<file path="config.mk">
export PLATFORM = sky130hd
export DESIGN_NAME = mul_seq_arb_flat
export DESIGN_NICKNAME = d
export VERILOG_FILES = /design/src/rtl/mul_seq_arb_if.sv /design/src/rtl/mul_seq_arb.sv /design/src/flat_wrapper.sv
export SDC_FILE = /design/constraint.sdc
export NUM_CORES = 1
export LEC_CHECK = 0
export ABC_CLOCK_PERIOD_IN_PS = 6450
export BUFFER_PORTS_ARGS = -buffer_cell sky130_fd_sc_hd__buf_4
export CORE_UTILIZATION = 57
export DETAILED_ROUTE_END_ITERATION = 10
export PLACE_DENSITY = 0.8
export SLEW_MARGIN = 10
export SYNTH_ARGS = -nofsm -noshare
export SYNTH_HDL_FRONTEND = slang
export SYNTH_SLANG_ARGS = --single-unit
</file>
<file path="constraint.sdc">
create_clock -name clk -period 6.45 [get_ports clk]
set_input_delay 0.9675 -clock clk [delete_from_list [all_inputs] [get_ports clk]]
set_output_delay 0.9675 -clock clk [all_outputs]
set_load 0.005 [all_outputs]
</file>
<file path="src/rtl/mul_seq_arb_if.sv">
// mul_seq_arb_if -- request/grant/result bundle between two multiply
// requesters (testbench or Execute/coprocessor logic) and mul_seq_arb.
//
//   req[1:0]          request per port (bit p = port p)
//   pN_in0            multiplier operand (Rm), consumed 2 bits per cycle
//   pN_in1            multiplicand operand (Rs)
//   pN_acc            accumulate value (zero for plain multiply)
//   pN_long           1 = 64-bit result, 0 = 32-bit MUL/MLA
//   pN_signed         signed long multiply (ignored when pN_long = 0)
//   kill[1:0]         abort; only kill[owner] has an effect
//   gnt[1:0]          one-cycle pulse: operands of port p captured
//   done[1:0]         one-cycle pulse: result valid for port p
//   result[63:0]      product, held until the next done
//   res_n, res_z      negative / zero flags of result
//   busy              engine not idle
//   owner             port owning the current/last operation
interface mul_seq_arb_if;
   logic [1:0]  req;
   logic [31:0] p0_in0;
   logic [31:0] p1_in0;
   logic [31:0] p0_in1;
   logic [31:0] p1_in1;
   logic [63:0] p0_acc;
   logic [63:0] p1_acc;
   logic        p0_long;
   logic        p1_long;
   logic        p0_signed;
   logic        p1_signed;
   logic [1:0]  kill;
   logic [1:0]  gnt;
   logic [1:0]  done;
   logic [63:0] result;
   logic        res_n;
   logic        res_z;
   logic        busy;
   logic        owner;

   modport master (
      output req, p0_in0, p1_in0, p0_in1, p1_in1, p0_acc, p1_acc,
             p0_long, p1_long, p0_signed, p1_signed, kill,
      input  gnt, done, result, res_n, res_z, busy, owner
   );

   modport slave (
      input  req, p0_in0, p1_in0, p0_in1, p1_in1, p0_acc, p1_acc,
             p0_long, p1_long, p0_signed, p1_signed, kill,
      output gnt, done, result, res_n, res_z, busy, owner
   );
endinterface

</file>
<file path="src/rtl/mul_seq_arb.sv">
// mul_seq_arb -- shared radix-4 iterative multiplier with a two-port
// round-robin arbiter. Handles 32x32 MUL/MLA and 32x32->64
// UMULL/UMLAL/SMULL/SMLAL.
//
// Ports:
//   clk   system clock, rising edge
//   rst   asynchronous, active-high reset
//   bus   mul_seq_arb_if.slave (requests, operands, kill, gnt, done,
//         result, flags, busy, owner)
//
// Build option:
//   MULT_EARLY_TERM_EN  defined: iteration stops once the remaining
//                       multiplier bits are all zero (1..16 cycles).
//                       undefined: always 16 iterations (17 cycles
//                       accept-to-done). Results are identical.
module mul_seq_arb (
   input logic          clk,
   input logic          rst,
   mul_seq_arb_if.slave bus
);

   typedef enum logic [1:0] {IDLE, ITER, FIX} state_t;

   state_t      state_q, state_d;
   logic        ptr_q, ptr_d;
   logic        owner_q, owner_d;
   logic [1:0]  gnt_q, gnt_d;
   logic [1:0]  done_q, done_d;
   logic [63:0] result_q, result_d;
   logic        res_n_q, res_n_d;
   logic        res_z_q, res_z_d;

   // Datapath registers carry no reset; they are always loaded on accept.
   logic [31:0] bf_q, bf_d;
   logic [31:0] in0_q, in0_d;
   logic [31:0] in1_q, in1_d;
   logic [63:0] mcand_q, mcand_d;
   logic [63:0] acc_q, acc_d;
   logic        long_q, long_d;
   logic        sgn_q, sgn_d;
`ifndef MULT_EARLY_TERM_EN
   logic [3:0]  cnt_q, cnt_d;
`endif

   // Unsigned partial products leave the signed long case off by
   // 2^32 * (in1*in0[31] + in0*in1[31]); remove that term here.
   // 32-bit operations drop the upper word entirely.
   function automatic logic [63:0] fixup(input logic [63:0] a,
                                         input logic [31:0] x,
                                         input logic [31:0] y,
                                         input logic        lng,
                                         input logic        sg);
      logic [63:0] corr;
      corr = (y[31] ? {x, 32'b0} : 64'b0) + (x[31] ? {y, 32'b0} : 64'b0);
      if (!lng)
         fixup = {32'b0, a[31:0]};
      else if (sg)
         fixup = a - corr;
      else
         fixup = a;
   endfunction

   // Round-robin winner: the pointer port if it asks, else the other one.
   logic        win;
   logic [31:0] w_in0, w_in1;
   logic [63:0] w_acc;
   logic        w_long, w_sgn;

   assign win    = bus.req[ptr_q] ? ptr_q : ~ptr_q;
   assign w_in0  = win ? bus.p1_in0    : bus.p0_in0;
   assign w_in1  = win ? bus.p1_in1    : bus.p0_in1;
   assign w_acc  = win ? bus.p1_acc    : bus.p0_acc;
   assign w_long = win ? bus.p1_long   : bus.p0_long;
   assign w_sgn  = win ? bus.p1_signed : bus.p0_signed;

   logic [63:0] pp0, pp1, acc_iter, acc_fix;
   logic [31:0] bf_next;
   logic        iter_last;
   logic        kill_own;

   assign pp0      = bf_q[0] ? mcand_q : 64'b0;
   assign pp1      = bf_q[1] ? {mcand_q[62:0], 1'b0} : 64'b0;
   assign acc_iter = acc_q + pp0 + pp1;
   assign bf_next  = {2'b00, bf_q[31:2]};
   assign acc_fix  = fixup(acc_q, in0_q, in1_q, long_q, sgn_q);
   assign kill_own = bus.kill[owner_q];
`ifdef MULT_EARLY_TERM_EN
   assign iter_last = (bf_next == 32'b0);
`else
   assign iter_last = (cnt_q == 4'd15);
`endif

   always_comb begin
      state_d  = state_q;
      ptr_d    = ptr_q;
      owner_d  = owner_q;
      gnt_d    = 2'b00;
      done_d   = 2'b00;
      result_d = result_q;
      res_n_d  = res_n_q;
      res_z_d  = res_z_q;
      bf_d     = bf_q;
      in0_d    = in0_q;
      in1_d    = in1_q;
      mcand_d  = mcand_q;
      acc_d    = acc_q;
      long_d   = long_q;
      sgn_d    = sgn_q;
`ifndef MULT_EARLY_TERM_EN
      cnt_d    = cnt_q;
`endif
      case (state_q)
         IDLE: begin
            if (|bus.req) begin
               bf_d    = w_in0;
               in0_d   = w_in0;
               in1_d   = w_in1;
               mcand_d = {32'b0, w_in1};
               acc_d   = w_long ? w_acc : {32'b0, w_acc[31:0]};
               long_d  = w_long;
               sgn_d   = w_sgn;
               gnt_d   = win ? 2'b10 : 2'b01;
               owner_d = win;
               ptr_d   = ~win;
               state_d = ITER;
`ifndef MULT_EARLY_TERM_EN
               cnt_d   = 4'd0;
`endif
            end
         end
         ITER: begin
            if (kill_own) begin
               state_d = IDLE;
            end else begin
               acc_d   = acc_iter;
               bf_d    = bf_next;
               mcand_d = {mcand_q[61:0], 2'b00};
`ifndef MULT_EARLY_TERM_EN
               cnt_d   = cnt_q + 4'd1;
`endif
               if (iter_last)
                  state_d = FIX;
            end
         end
         FIX: begin
            // Kill wins over completion: result and flags stay untouched.
            if (kill_own) begin
               state_d = IDLE;
            end else begin
               result_d = acc_fix;
               res_n_d  = long_q ? acc_fix[63] : acc_fix[31];
               res_z_d  = (acc_fix == 64'b0);
               done_d   = owner_q ? 2'b10 : 2'b01;
               state_d  = IDLE;
            end
         end
         default: state_d = IDLE;
      endcase
   end

   always_ff @(posedge clk or posedge rst) begin
      if (rst) begin
         state_q  <= IDLE;
         ptr_q    <= 1'b0;
         owner_q  <= 1'b0;
         gnt_q    <= 2'b00;
         done_q   <= 2'b00;
         result_q <= 64'b0;
         res_n_q  <= 1'b0;
         res_z_q  <= 1'b1;
      end else begin
         state_q  <= state_d;
         ptr_q    <= ptr_d;
         owner_q  <= owner_d;
         gnt_q    <= gnt_d;
         done_q   <= done_d;
         result_q <= result_d;
         res_n_q  <= res_n_d;
         res_z_q  <= res_z_d;
      end
   end

   always_ff @(posedge clk) begin
      bf_q    <= bf_d;
      in0_q   <= in0_d;
      in1_q   <= in1_d;
      mcand_q <= mcand_d;
      acc_q   <= acc_d;
      long_q  <= long_d;
      sgn_q   <= sgn_d;
`ifndef MULT_EARLY_TERM_EN
      cnt_q   <= cnt_d;
`endif
   end

   assign bus.gnt    = gnt_q;
   assign bus.done   = done_q;
   assign bus.result = result_q;
   assign bus.res_n  = res_n_q;
   assign bus.res_z  = res_z_q;
   assign bus.busy   = (state_q != IDLE);
   assign bus.owner  = owner_q;

endmodule

</file>
<file path="src/flat_wrapper.sv">
// flat-port wrapper written by rule: the top's interface ports become plain ports
module mul_seq_arb_flat 
  (clk, rst, bus_req, bus_p0_in0, bus_p1_in0, bus_p0_in1, bus_p1_in1, bus_p0_acc, bus_p1_acc, bus_p0_long, bus_p1_long, bus_p0_signed, bus_p1_signed, bus_kill, bus_gnt, bus_done, bus_result, bus_res_n, bus_res_z, bus_busy, bus_owner);
  mul_seq_arb_if bus_i ();
  input logic clk;
  input logic rst;
  input wire logic [$bits(bus_i.req)-1:0] bus_req;
  input wire logic [$bits(bus_i.p0_in0)-1:0] bus_p0_in0;
  input wire logic [$bits(bus_i.p1_in0)-1:0] bus_p1_in0;
  input wire logic [$bits(bus_i.p0_in1)-1:0] bus_p0_in1;
  input wire logic [$bits(bus_i.p1_in1)-1:0] bus_p1_in1;
  input wire logic [$bits(bus_i.p0_acc)-1:0] bus_p0_acc;
  input wire logic [$bits(bus_i.p1_acc)-1:0] bus_p1_acc;
  input wire logic [$bits(bus_i.p0_long)-1:0] bus_p0_long;
  input wire logic [$bits(bus_i.p1_long)-1:0] bus_p1_long;
  input wire logic [$bits(bus_i.p0_signed)-1:0] bus_p0_signed;
  input wire logic [$bits(bus_i.p1_signed)-1:0] bus_p1_signed;
  input wire logic [$bits(bus_i.kill)-1:0] bus_kill;
  output wire logic [$bits(bus_i.gnt)-1:0] bus_gnt;
  output wire logic [$bits(bus_i.done)-1:0] bus_done;
  output wire logic [$bits(bus_i.result)-1:0] bus_result;
  output wire logic [$bits(bus_i.res_n)-1:0] bus_res_n;
  output wire logic [$bits(bus_i.res_z)-1:0] bus_res_z;
  output wire logic [$bits(bus_i.busy)-1:0] bus_busy;
  output wire logic [$bits(bus_i.owner)-1:0] bus_owner;
  assign bus_i.req = bus_req;
  assign bus_i.p0_in0 = bus_p0_in0;
  assign bus_i.p1_in0 = bus_p1_in0;
  assign bus_i.p0_in1 = bus_p0_in1;
  assign bus_i.p1_in1 = bus_p1_in1;
  assign bus_i.p0_acc = bus_p0_acc;
  assign bus_i.p1_acc = bus_p1_acc;
  assign bus_i.p0_long = bus_p0_long;
  assign bus_i.p1_long = bus_p1_long;
  assign bus_i.p0_signed = bus_p0_signed;
  assign bus_i.p1_signed = bus_p1_signed;
  assign bus_i.kill = bus_kill;
  assign bus_gnt = bus_i.gnt;
  assign bus_done = bus_i.done;
  assign bus_result = bus_i.result;
  assign bus_res_n = bus_i.res_n;
  assign bus_res_z = bus_i.res_z;
  assign bus_busy = bus_i.busy;
  assign bus_owner = bus_i.owner;
  mul_seq_arb u_core (.clk(clk), .rst(rst), .bus(bus_i));
endmodule
</file>
==> results.sh, run 1 <==
export IMPL_finClkSkew_ns=0.0222
export IMPL_die_w_um=199
export IMPL_timing_rr_end="u_core.acc_q[52]"
export IMPL_end_kind="register"
export IMPL_final_nets=3085
export IMPL_critPathLaunch="u_core.bf_q[1]"
export IMPL_tns_ns=0
export IMPL_cts_buffer_depth=3
export IMPL_drc_errors=0
export IMPL_grt_overflow=0
export IMPL_slew_violations=0
export IMPL_crit_chain="nand2_1 -> fa_1 -> inv_1 -> ha_1 -> a211oi_1 -> nor2_1 -> o41ai_1 -> o31ai_1 -> a41o_1 -> o21ai_1 -> nor4b_1 -> o22ai_1 -> o31a_1 -> xor2_1 -> o22ai_1"
export IMPL_grt_max_degree=120
export IMPL_clkTransAtPathRegs_ns=0.06
export IMPL_die_y_um=199
export IMPL_start_util_pct=58.2
export IMPL_rsz0062_at_grt="no"
export IMPL_status="completed"
export IMPL_dieArea_um2=39400
export IMPL_r2r_cells=15
export IMPL_syn_area_per_cell_um2=9.40
export IMPL_drtIter0Drc=1606
export IMPL_required_ns=6.73
export IMPL_min_period_ns=5.27
export IMPL_worst_setup_path_start_kind="register"
export IMPL_grt_pass1_vias=18400
export IMPL_hp_class="register to register"
export IMPL_slowest_stage="o41ai_1"
export IMPL_worst_pin_slew_ns=1.13
export IMPL_hold_end="u_core.bus.result[59]"
export IMPL_final_hold_viol_count=0
export IMPL_io_buffers=337
export IMPL_vias=18700
export IMPL_num_rows=71
export IMPL_yosysWarnings=0
export IMPL_fin_crit_sh_pct=81.6
export IMPL_arrival_ns=5.54
export IMPL_syn_num_nets=2799
export IMPL_post_cts_setup_buffer_count=0
export IMPL_wirelength_mm=69.8
export IMPL_root_buffer="clkbuf_16"
export IMPL_antenna_left=0
export IMPL_io_pins=338
export IMPL_hold_buffers=0
export IMPL_drive_above_1_share_pct=19.6
export IMPL_synth_edff_count=230
export IMPL_wl_per_cell_um=22.0
export IMPL_holdCritStartpoint="u_core.bus.result[59]"
export IMPL_syn2layout_area_growth_pct=18.9
export IMPL_track_usage_pct=35.7
export IMPL_synth_ff_type="edfxtp_1"
export IMPL_cap_viol_max_count=0
export IMPL_syn_inst=2342
export IMPL_h_tree_depth=2
export IMPL_dp_cells=3102
export IMPL_max_slew_margin_rel_pct=24.7
export IMPL_whs_path_depth=2
export IMPL_ys_seq_area_share_pct=39.8
export IMPL_avgViaCountPerCell=5.89
export IMPL_numCtsBuffers=35
export IMPL_grt_pass1_wl_mm=105
export IMPL_max_clock_freq_ghz=0.190
export IMPL_grt_antenna_before_repair=3
export IMPL_timing_final_ws_setup_ns=1.18
export IMPL_tritoncts="built"
export IMPL_syn_cell_area_um2=22000
export IMPL_place_ws_ns=1.37
export IMPL_dr_pass1_iters=6
export IMPL_crit_type="register to register"
export IMPL_setup_violations=0
export IMPL_path_common_cell="o22ai_1"
export IMPL_r2r_start="u_core.bf_q[1]"
export IMPL_hpwl_mm=53.7
export IMPL_cp_max_fo=14
export IMPL_cts_sinks=304
export IMPL_ys_types=73
export IMPL_coreArea_um2=37800
export IMPL_post_cts_resized=0
export IMPL_crit_path_max_incr_delay_ns=0.74
export IMPL_stdcell_count=3167
export IMPL_ys_ff_latch=304
export IMPL_r2r_slack_ns=1.18
export IMPL_globalplace_congestion=0.973
export IMPL_clk_latency_ns=0.56
export IMPL_async_flop_share_pct=24.3
[area by class of cell]
type / count / area (um^2)
antenna: 1 / 2.50
clock buffer: 44 / 931
clock inverter: 20 / 253
fill: 3027 / 11700
inverter: 268 / 1010
multi-input combinational: 1659 / 11900
sequential: 304 / 8760
tap: 511 / 639
timing repair buffer: 360 / 2720
[logic make-up (layout without fill, tap and decap cells)]
kind of cell | count (synthesis) | after routing | synth area share [%]
mux | 145 | 145 | 7.08
buf+inv | 379 | 692 | 6.47
xor+xnor | 81 | 81 | 3.22
simple gates | 792 | 792 | 16.5
compound gates | 450 | 450 | 13.0
flops | 304 | 304 | 39.8
fa+ha+maj | 191 | 191 | 14.1
other cells | 0 | 1 | 0
[critical path: cells and delay by family (launching register included)]
kind / cells / cell delay (ns)
AOI/OAI and AO/OA: 8 / 2.77
and+or+nand+nor: 3 / 0.41
DFF: 1 / 0.73
xor gates and xnor gates: 1 / 0.15
adders and majority gates: 2 / 0.86
buffers and inverters: 1 / 0.06
[per-layer routing]
metal,GRT usage [%],part of all wire (%),vias to the layer above
met3,5.32,8.2,144
li1,-,-,8584
met1,49.2,41,9034
met2,56.6,47,894
met5,0,0,-
met4,14.3,3.8,0
[state kept, by name, indices dropped and copies added (netlist names), 2 cells and up]
| signal | cells |
|---|---|
| u_core.acc_q | 64 |
| u_core.bus.result | 64 |
| u_core.mcand_q | 64 |
| u_core.bf_q | 32 |
| u_core.in0_q | 32 |
| u_core.in1_q | 32 |
| u_core.cnt_q | 4 |
| u_core.bus.done | 2 |
| u_core.bus.gnt | 2 |
| u_core.state_q | 2 |
[per-stage QoR]
step / utilization (%) / hold slack, ns / cell area, um^2
floorplan: - / 0.473 / 22000
global placement: 66.1 / 0.463 / 25000
detailed placement: 66.1 / 0.471 / 25000
CTS: 69.2 / 0.484 / 26200
global route: 69.2 / 0.514 / 26200
finish: 69.2 / 0.477 / 26200
[cell usage in the layout (no fill, tap or decap), drive strengths merged, types with 13 or more instances in the layout]
cell	count
buf	360
nand2	284
inv	270
nor2	244
edfxtp	230
o21ai	142
and2	110
ha	97
fa	94
a21oi	89
mux2	83
dfrtp	73
mux2i	62
a21o	50
xnor2	46
clkbuf	44
xor2	35
nand3	27
o22ai	26
nor3	21
nand4	19
o21bai	17
and3	16
nor2b	15
o31ai	14
a31oi	13
nand2b	13
[worst max-delay path by stage]
stage,end,slack [ns],depth (start not counted)
final,u_core.acc_q[52],1.18,15
after global routing,u_core.acc_q[52],0.97,15
after CTS,u_core.acc_q[52],1.36,15
after detailed placement,u_core.acc_q[52],1.37,15
after global placement,u_core.acc_q[52],1.44,15
after floorplan,u_core.acc_q[0],1.12,2
[synthesized netlist by cell type (4+ instances only)]
master    instances  area share, %
a21oi_1          88            2.0
o41ai_1           5           0.20
nor4_1            8           0.23
or4_1             4           0.14
nor2b_1          15           0.43
o31ai_1          14           0.48
nand2_1         284            4.8
nor3_1           21           0.48
edfxtp_1        230             31
mux2i_1          62            2.8
mux2_2           82            4.2
a211o_1           8           0.32
and3_1           16           0.45
o22ai_1          26           0.74
a311oi_1          4           0.16
fa_1             94            8.5
and4_1            6           0.24
clkbuf_1         89            1.5
xor2_1           35            1.4
and2_1          110            3.1
dfrtp_1          73            8.3
nand2b_1         13           0.37
nand4_1          19           0.54
or3_1            10           0.28
o211ai_1          6           0.20
o21bai_1         17           0.58
a221oi_1          7           0.28
buf_1            21           0.36
o21ai_0         138            3.1
inv_1           268            4.6
xnor2_1          46            1.8
a21o_1           50            1.7
a221o_1           4           0.18
nand3_1          27           0.61
a22oi_1           9           0.31
a211oi_1         12           0.41
a31o_2            4           0.16
ha_1             97            5.5
nor2_1          244            4.2
o21a_1           12           0.41
or2_2             5           0.14
a31oi_1          13           0.37
o21ai_1           4          0.091
Power of run 1 is not shown: default switching activity piles up to over one toggle a cycle in this logic, so the estimate is an artifact.
==> inputs of run 2 (changes only) <==
- ABC_AREA: not set -> 1
- ABC_CLOCK_PERIOD_IN_PS: 6450 -> 5400
- PLACE_DENSITY: 0.8 -> 0.79
- clock period: 6.45 -> 5.4 ns (I/O delays scaled with it)
==> run 2 against run 1 <==
Compared with the run above: worst setup slack better by 0.015 ns; global-route usage up 4.0 points; synthesized area up 7.5%; sequential share of layout area down 1.9 points; critical path type unchanged; highest routed layer unchanged.
==> results.sh, run 2 <==
export IMPL_synth_ff_type="edfxtp_1"
export IMPL_syn_num_nets=3633
export IMPL_syn_inst=3176
export IMPL_place_area_um2=26700
export IMPL_hpwl_mm=67.1
export IMPL_async_flop_share_pct=24.3
export IMPL_finish_instance_area_um2=27800
export IMPL_synth_most_common_cell="nand2_1"
export IMPL_end_kind="register"
export IMPL_yosysWarnings=0
export IMPL_ys_ff_latch=304
export IMPL_worst_setup_path_start_kind="register"
export IMPL_cp_max_fo=63
export IMPL_ys_types=62
export IMPL_avgViaCountPerCell=5.79
export IMPL_post_cts_setup_buffer_count=0
export IMPL_root_buffer="clkbuf_16"
export IMPL_worst_pin_slew_ns=1.11
export IMPL_cap_viol_max_count=0
export IMPL_grt_antenna_before_repair=0
export IMPL_tns_ns=0
export IMPL_vias=23300
export IMPL_h_tree_depth=2
export IMPL_r2r_cells=15
export IMPL_grt_max_degree=138
export IMPL_drive_above_1_share_pct=14.8
export IMPL_track_usage_pct=39.7
export IMPL_io_buffers=337
export IMPL_synth_edff_count=230
export IMPL_dp_cells=3962
export IMPL_arrival_ns=4.51
export IMPL_die_y_um=206
export IMPL_stdcell_count=4026
export IMPL_wirelength_mm=84.3
export IMPL_yosys_area_top_type_share_pct=29.2
export IMPL_slew_violations=0
export IMPL_wl_per_cell_um=21.0
export IMPL_ys_seq_area_share_pct=37.0
export IMPL_status="completed"
export IMPL_post_cts_resized=0
export IMPL_drc_errors=0
export IMPL_final_hold_viol_count=0
export IMPL_clk_latency_ns=0.58
export IMPL_required_ns=5.71
export IMPL_synthTopCellsByArea="edfxtp_1, nand2_1, inv_1"
export IMPL_num_rows=74
export IMPL_fin_crit_sh_pct=77.8
export IMPL_antenna_left=0
export IMPL_globalplace_congestion=1.06
export IMPL_cts_buffer_depth=3
export IMPL_synth_area_leader_cell="edfxtp_1"
export IMPL_grt_pass1_vias=21600
export IMPL_dieArea_um2=42400
export IMPL_max_slew_margin_rel_pct=26.0
export IMPL_final_nets=3925
export IMPL_final_cell_mix="nand2_1, inv_1, buf_4"
export IMPL_tritoncts="built"
export IMPL_start_util_pct=57.9
export IMPL_dr_pass1_iters=6
export IMPL_syn_cell_area_um2=23700
export IMPL_crit_type="register to register"
export IMPL_hold_buffers=0
export IMPL_clkTransAtPathRegs_ns=0.06
export IMPL_max_clock_freq_ghz=0.238
export IMPL_hp_class="input port to asynchronous set/reset pin"
export IMPL_diodes=0
export IMPL_final_common_cell="nand2_1"
export IMPL_grt_pass1_wl_mm=124
export IMPL_grt_overflow=0
export IMPL_coreArea_um2=40900
export IMPL_io_pins=338
export IMPL_syn2layout_area_growth_pct=17.4
export IMPL_rsz0062_at_grt="no"
export IMPL_cts_sinks=304
export IMPL_syn_area_per_cell_um2=7.46
export IMPL_min_period_ns=4.20
export IMPL_yosys_top_cells_count="nand2_1, inv_1, nor2_1, edfxtp_1, o21ai_0"
export IMPL_setup_violations=0
export IMPL_finClkSkew_ns=0.0202
export IMPL_numCtsBuffers=36
export IMPL_die_w_um=206
export IMPL_drtIter0Drc=2854
[run 2: changes by cell type in the layout (fill, tap and decap cells not counted), sizes merged, moves of 36 or more]
cell   change
nand3     +64
inv      +279
o21ai     +71
and2     -107
a21oi    +101
mux2i     -62
nand2    +696
nor2      +70
mux2      -83
xnor2     -36
a31oi     +62
[run 2: per-layer routing]
metal | routed length, um | track usage (%) | share of wire, % | up-vias
met5 | 0 | 0 | 0 | -
met4 | 5110 | 20.2 | 6.1 | 0
met3 | 9210 | 7.44 | 11 | 221
met2 | 36500 | 60.5 | 43 | 1459
met1 | 33500 | 53.9 | 40 | 10900
li1 | - | - | - | 10700
[run 2: path summary, 6_finish.rpt]
| kind | slack, ns | from | endpoint |
|---|---|---|---|
| min in group clk | 0.42 | bus_kill[0] | u_core.bus.done[0] |
| worst max-delay path | 1.20 | u_core.bf_q[1] | u_core.acc_q[49] |
| worst min register to register | 0.47 | u_core.bus.res_z | u_core.bus.res_z |
| max in group asynchronous | 4.04 | rst | u_core.state_q[1] |
| worst min-delay path | 0.35 | rst | u_core.bus.result[29] |
| worst max register to register | 1.20 | u_core.bf_q[1] | u_core.acc_q[49] |
[run 2: cell families after synthesis]
family / count (synthesis) / share of synthesized area (%)
buffers and inverters: 646 / 10.3
adder cells (fa/ha/maj): 191 / 13.1
flip-flops: 304 / 37.0
XOR/XNOR: 29 / 1.07
AO/OA/AOI/OAI: 562 / 13.7
AND/OR/NAND/NOR: 1444 / 24.9
[run 2: area by class of cell]
| cell class | instances | area (um^2) |
|---|---|---|
| fill | 3406 | 13100 |
| multi-input combinational | 2226 | 12500 |
| sequential | 304 | 8760 |
| timing repair buffer | 354 | 2680 |
| inverter | 546 | 2060 |
| clock buffer | 48 | 980 |
| tap | 532 | 666 |
| clock inverter | 16 | 133 |
[run 2: worst max-delay path, stage by stage (launching register included)]
cell      delay [ns]
edfxtp_1        0.32
buf_4           0.59
nand2_1         0.16
fa_1            0.47
inv_1           0.07
ha_1            0.17
inv_1           0.07
fa_1            0.47
o21ai_2         0.26
a21oi_2         0.12
o21ai_4         0.23
a21oi_2         0.16
o211ai_1        0.47
a21oi_1         0.12
o21ai_0         0.14
nand2_1         0.09
[run 2: stage by stage]
stage                     hold slack, ns  utilization [%]  setup WS (ns)
after floorplan                    0.457                -          0.260
after global placement             0.465             65.2           1.35
after detailed placement           0.464             65.2           1.27
after CTS                          0.344             67.9           1.24
after global routing               0.385             67.9          0.971
final                              0.346             67.9           1.20
Power of run 2 is left out for the same reason.
